$ cat config.mk
export PLATFORM = sky130hd
export DESIGN_NAME = data_memory_ws
export DESIGN_NICKNAME = d
export VERILOG_FILES = /design/src/rtl/data_memory_ws.sv
export SDC_FILE = /design/constraint.sdc
export NUM_CORES = 2
export LEC_CHECK = 0
export ABC_CLOCK_PERIOD_IN_PS = 14200
export CAP_MARGIN = 20
export CORE_MARGIN = 2
export CORE_UTILIZATION = 44
export CTS_CLUSTER_DIAMETER = 50
export DETAILED_ROUTE_END_ITERATION = 10
export GPL_TIMING_DRIVEN = 0
export HOLD_SLACK_MARGIN = 0.08
export PLACE_DENSITY = 0.63
export REMOVE_ABC_BUFFERS = 1
export SETUP_SLACK_MARGIN = 0.5
export SYNTH_ARGS = -nofsm -noshare
export SYNTH_HDL_FRONTEND = slang
export SYNTH_SLANG_ARGS = --single-unit
$ cat constraint.sdc
create_clock -name clk -period 14.2 [get_ports clk]
set_input_delay 2.84 -clock clk [delete_from_list [all_inputs] [get_ports clk]]
set_output_delay 2.84 -clock clk [all_outputs]
set_load 0.02 [all_outputs]
$ cat src/rtl/data_memory_ws.sv
// Wait-state data memory with busy/valid handshake, self-clear sweep after reset,
// read-during-write policy and out-of-range detection. Optional parity: DMEM_PARITY_EN.
module data_memory_ws #(
  parameter int unsigned DATA_W      = 8,
  parameter int unsigned ADDR_W      = 8,
  parameter int unsigned DEPTH       = 256,
  parameter int unsigned WAIT_STATES = 0,
  parameter int unsigned RDW_MODE    = 0
) (
  input  logic              clk,
  input  logic              rst,
  input  logic              en_drd,
  input  logic              en_dwr,
  input  logic [ADDR_W-1:0] mem_addr,
  input  logic [DATA_W-1:0] mem_din,
  output logic [DATA_W-1:0] mem_dout,
  output logic              mem_valid,
  output logic              mem_busy,
  output logic              mem_err,
  output logic              mem_perr
);

  localparam int unsigned IDX_W = (DEPTH > 1) ? $clog2(DEPTH) : 1;
  localparam int unsigned CNT_W = 4;

  typedef enum logic [1:0] {ST_CLEAR, ST_IDLE, ST_WAIT} state_t;

  state_t            state_q, state_d;
  logic [ADDR_W-1:0] sweep_q, sweep_d;
  logic [CNT_W-1:0]  cnt_q, cnt_d;
  logic [ADDR_W-1:0] req_addr_q, req_addr_d;
  logic [DATA_W-1:0] req_din_q, req_din_d;
  logic              req_rd_q, req_rd_d;
  logic              req_wr_q, req_wr_d;
  logic [DATA_W-1:0] dout_q, dout_d;
  logic              valid_q, valid_d;
  logic              err_q, err_d;
  logic              perr_q, perr_d;
  logic              busy_q, busy_d;

  logic [DATA_W-1:0] mem_q [DEPTH];

  logic              done_c;
  logic              acc_rd_c;
  logic              acc_wr_c;
  logic [ADDR_W-1:0] acc_addr_c;
  logic [DATA_W-1:0] acc_din_c;
  logic              acc_oor_c;
  logic [IDX_W-1:0]  acc_idx_c;
  logic [DATA_W-1:0] rd_word_c;
  logic              rd_perr_c;
  logic              wt_c;
  logic              we_c;
  logic [IDX_W-1:0]  we_idx_c;
  logic [DATA_W-1:0] we_data_c;

  // Select which access completes this edge: live inputs (zero wait) or the latched request
  always_comb begin
    done_c     = 1'b0;
    acc_rd_c   = req_rd_q;
    acc_wr_c   = req_wr_q;
    acc_addr_c = req_addr_q;
    acc_din_c  = req_din_q;
    if (state_q == ST_IDLE && WAIT_STATES == 0) begin
      done_c     = en_drd | en_dwr;
      acc_rd_c   = en_drd;
      acc_wr_c   = en_dwr;
      acc_addr_c = mem_addr;
      acc_din_c  = mem_din;
    end else if (state_q == ST_WAIT && cnt_q == '0) begin
      done_c = 1'b1;
    end
  end

  assign acc_oor_c = 32'(acc_addr_c) >= DEPTH;
  assign acc_idx_c = IDX_W'(acc_addr_c);
  assign rd_word_c = acc_oor_c ? '0 : mem_q[acc_idx_c];
  assign wt_c      = acc_wr_c && (RDW_MODE != 0);

`ifdef DMEM_PARITY_EN
  logic par_q [DEPTH];
  logic we_par_c;

  assign rd_perr_c = !acc_oor_c && ((^rd_word_c) != par_q[acc_idx_c]);
  assign we_par_c  = (state_q == ST_CLEAR) ? 1'b0 : ^we_data_c;

  always_ff @(posedge clk) begin
    if (we_c && !rst) par_q[we_idx_c] <= we_par_c;
  end
`else
  assign rd_perr_c = 1'b0;
`endif

  // Next-state, request latch, completion outputs and array write port
  always_comb begin
    state_d    = state_q;
    sweep_d    = sweep_q;
    cnt_d      = cnt_q;
    req_addr_d = req_addr_q;
    req_din_d  = req_din_q;
    req_rd_d   = req_rd_q;
    req_wr_d   = req_wr_q;
    dout_d     = dout_q;
    valid_d    = 1'b0;
    err_d      = 1'b0;
    perr_d     = 1'b0;
    we_c       = 1'b0;
    we_idx_c   = IDX_W'(sweep_q);
    we_data_c  = '0;

    case (state_q)
      ST_CLEAR: begin
        we_c = 1'b1;
        if (sweep_q == ADDR_W'(DEPTH - 1)) state_d = ST_IDLE;
        else sweep_d = sweep_q + ADDR_W'(1);
      end
      ST_IDLE: begin
        if (en_drd || en_dwr) begin
          req_addr_d = mem_addr;
          req_din_d  = mem_din;
          req_rd_d   = en_drd;
          req_wr_d   = en_dwr;
          if (WAIT_STATES != 0) begin
            state_d = ST_WAIT;
            cnt_d   = CNT_W'(WAIT_STATES - 1);
          end
        end
      end
      ST_WAIT: begin
        if (cnt_q != '0) cnt_d = cnt_q - CNT_W'(1);
        else state_d = ST_IDLE;
      end
      default: state_d = ST_CLEAR;
    endcase

    if (done_c) begin
      err_d = acc_oor_c;
      if (acc_wr_c && !acc_oor_c) begin
        we_c      = 1'b1;
        we_idx_c  = acc_idx_c;
        we_data_c = acc_din_c;
      end
      if (acc_rd_c) begin
        valid_d = 1'b1;
        if (!acc_oor_c) begin
          dout_d = wt_c ? acc_din_c : rd_word_c;
          perr_d = rd_perr_c && !wt_c;
        end
      end
    end

    busy_d = (state_d != ST_IDLE);
  end

  // State and output registers
  always_ff @(posedge clk) begin
    if (rst) begin
      state_q    <= ST_CLEAR;
      sweep_q    <= '0;
      cnt_q      <= '0;
      req_addr_q <= '0;
      req_din_q  <= '0;
      req_rd_q   <= 1'b0;
      req_wr_q   <= 1'b0;
      dout_q     <= '0;
      valid_q    <= 1'b0;
      err_q      <= 1'b0;
      perr_q     <= 1'b0;
      busy_q     <= 1'b1;
    end else begin
      state_q    <= state_d;
      sweep_q    <= sweep_d;
      cnt_q      <= cnt_d;
      req_addr_q <= req_addr_d;
      req_din_q  <= req_din_d;
      req_rd_q   <= req_rd_d;
      req_wr_q   <= req_wr_d;
      dout_q     <= dout_d;
      valid_q    <= valid_d;
      err_q      <= err_d;
      perr_q     <= perr_d;
      busy_q     <= busy_d;
    end
  end

  // Storage array; no reset, the clear sweep initialises it
  always_ff @(posedge clk) begin
    if (we_c && !rst) mem_q[we_idx_c] <= we_data_c;
  end

  assign mem_dout  = dout_q;
  assign mem_valid = valid_q;
  assign mem_err   = err_q;
  assign mem_perr  = perr_q;
  assign mem_busy  = busy_q;

endmodule

==> metrics.csv <==
metric,value,unit
p_comb_frac,0.004,
min_path_type,reg -> reg,
ys_types,80,
fillerInstances,15413,
vias,51902,
synthAdderAreaFrac,0.0003006,
synth.area.mux_share,0.03487,
initial_utilization,0.4433,
worstSetupPathType,in -> reg,
final_nets,6093,
p_leak,30.48,nW
synth_xor_xnor_area_share,0.0009468,
max_cap_viol_count,0,
fin_crit,7.882,ns
p_int,9.706,mW
hold_viol,0,
postLayoutCellArea,95380,sq um
antenna_found_initial,9,
ys_seq_elements,2090,
wirelength,237000,microns
synth.top_cell.area_share,0.7387,
power_density,127.0,nW/um^2
final_cell_mix,"2,048 x edfxtp_1, 1,587 x nand2_1, 527 x nand3_1",
yosys_warnings,0,
numCtsBuffers,210,
maxClockFrequency,126.9,MHz
fin_cells,8749,
drive_above_1_share,0.09238,
synthesis.area,83250,sq um
synth_top_family_by_area,simple AND/OR/NAND/NOR gates,
cts_hold_buf,0,
worstPathRequired,14.91,ns
firstDrtPassIters,6,
h-tree-depth,4,
ios,32,
worst-path-buf-inv,5,
critPathMaxFanout,69,
cts.clk_slew.worst_paths,0.06,ns
cts_tree,yes,
peakVddDrop,0.1073,mV
cts_root_buf,clkbuf_16,
cts_resized,0,
antenna_left,0,
place_congestion,0.8231,
dp_worst_setup_slack,5.525,ns
slowest_stage,nor4_1,
timing.final.ws_setup,6.318,ns
ys_seq_area_frac,0.7488,
core-area,187800,sq um
outcome,completed,
dp_hpwl,151900,microns
drv_slew,0,
postCtsSetupBuffers,0,
min_period_over_period,0.5550,
overflow,0,
cp.arrival,8.60,ns
clock_sinks,2090,
skew,0.06374,ns
port_buffers,29,
rsz0062_at_grt,no,
fp.dieW,439.0,microns
clock_latency,0.88,ns
ys.flop_type,edfxtp_1,
critPathLaunchType,primary input,
synth_compound_area_frac,0.04733,
dieArea,192700,sq um
sequentialPowerShare,0.551,
yosys.area.top_type,edfxtp_1,
cts_buffer_depth,3,
mostFrequentLayoutCell,edfxtp_1,
grt_pass1_vias,49645,
crit_family,simple AND/OR/NAND/NOR gates,
synthSimpleGateAreaFrac,0.1408,
synth_async_sr_flop_share,0,
die_h,439.0,microns
synth_area_leaders,"edfxtp_1 74%, nand2_1 7.2%, nand3_1 3.3%",
place_area,88640,sq um
tightestPinTransition,1.239,ns
slowest_delay,1.00,ns
critPathCaptureType,flip-flop,
wire_per_inst,27.09,microns
grt_pass1_wl,343900,microns
drc,0,
synth-edff-count,2048,
track_usage,0.2431,
grt_max_degree,76,
postLayoutCoreUtil,0.5079,
vias_per_cell,5.932,
clkPwrFrac,0.445,
syn_to_final_growth,14.57,%
avgSynthCellArea,13.80,sq um
syn_inst,6031,
setup_viol,0,
switching_share,0.1990,
drtIter0Drc,7085,
power_switching,2.411,mW
crit_chain,"clkdlybuf4s50_1, and3b_1, a21o_4, buf_16, buf_16, nor2_4, buf_12, buf_12, nand3_1, nand4_1, nand4_1, nor4_1, a311o_1, a31oi_1",
place_inst,8349,
num_rows,159,
maxSlewHeadroom,0.1663,
==> cell usage after synthesis, types with 7 or more instances <==
cell       number
a32oi_1       126
o21ai_0        33
nand3b_1        7
nor3_1         21
mux4_2         43
a21oi_1       113
o2111ai_1      12
edfxtp_1     2048
o31ai_1         8
nand2_1      1587
mux2i_1       182
nand4_1       154
buf_1          11
a311oi_1       31
clkbuf_1       74
buf_2         197
buf_4          75
dfxtp_1        42
nor4_1         13
nor2_1        351
nand3_1       543
buf_6          20
o22ai_1         9
inv_1           9
a211oi_1       14
a22oi_1        16
and3_1         34
a31oi_1       125
a221oi_1       12
==> power groups by stage <==
stage               clock network [mW]  logic, mW  registers, mW
floorplan                            0     0.0158           6.80
global placement                     0     0.0445           6.80
detailed placement                   0     0.0504           6.81
CTS                               5.42     0.0507           6.67
global route                      5.67     0.0536           6.67
finish                            5.39     0.0530           6.67
==> area by class of cell <==
type	count	area [sq um]	area share
tap	2495	3122	0.03273
inverter	9	33.78	0.0003542
timing repair buffer	211	4238	0.04443
clock inverter	102	1099	0.01152
clock buffer	285	5567	0.05836
antenna	8	20.02	0.0002099
multi-input combinational	3549	18960	0.1988
sequential	2090	62340	0.6536
==> metrics by stage <==
step / power [mW] / TNS [ns] / hold WS, ns
6_report: 12.12 / 0 / 0.4573
3_3_place_gp: 6.850 / - / 0.4422
4_1_cts: 12.15 / 0 / 0.4592
5_1_grt: 12.39 / 0 / 0.4733
3_5_place_dp: 6.856 / 0 / 0.4510
2_1_floorplan: 6.820 / -1093.37 / 0.4296
==> routing by layer <==
metal / track usage / up-vias / wire length (microns)
li1: - / 22644 / -
met1: 0.3283 / 26105 / 92530
met5: 0 / - / 12
met4: 0.1152 / 2 / 11020
met2: 0.3827 / 2681 / 112000
met3: 0.04368 / 470 / 21460
==> registers in the layout (all words and copies together), names as in the netlist <==
register / flops
cnt_q: 4
mem_busy: 1
mem_dout: 8
mem_q: 2048
mem_valid: 1
req_addr_q: 8
req_din_q: 8
req_rd_q: 1
req_wr_q: 1
state_q: 2
sweep_q: 8
==> final timing paths <==
path / cells past startpoint / endpoint / startpoint / slack [ns]
setup reg to reg: 13 / mem_dout[5] / state_q[0] / 7.94
hold / removal: 2 / req_din_q[5] / req_din_q[5] / 0.46
setup / recovery: 14 / mem_dout[5] / mem_addr[1] / 6.32
hold reg to reg: 2 / req_din_q[5] / req_din_q[5] / 0.46
==> worst min-delay path, delay by kind of cell (launching register included) <==
kind / cells / cell delay (ns)
compound gates: 1 / 0.05
simple gates: 1 / 0.05
flops: 1 / 0.31
==> logic make-up (layout without fill, tap and decap cells) <==
kind of cell	after synthesis	after routing
and+or+nand+nor	2753	2753
adders and majority gates	2	2
AOI/OAI and AO/OA	551	551
muxes	232	232
buffers and inverters	393	607
other	1	10
xor gates and xnor gates	9	9
DFF	2090	2090
No activity file was read; power rests on OpenSTA's default activity.
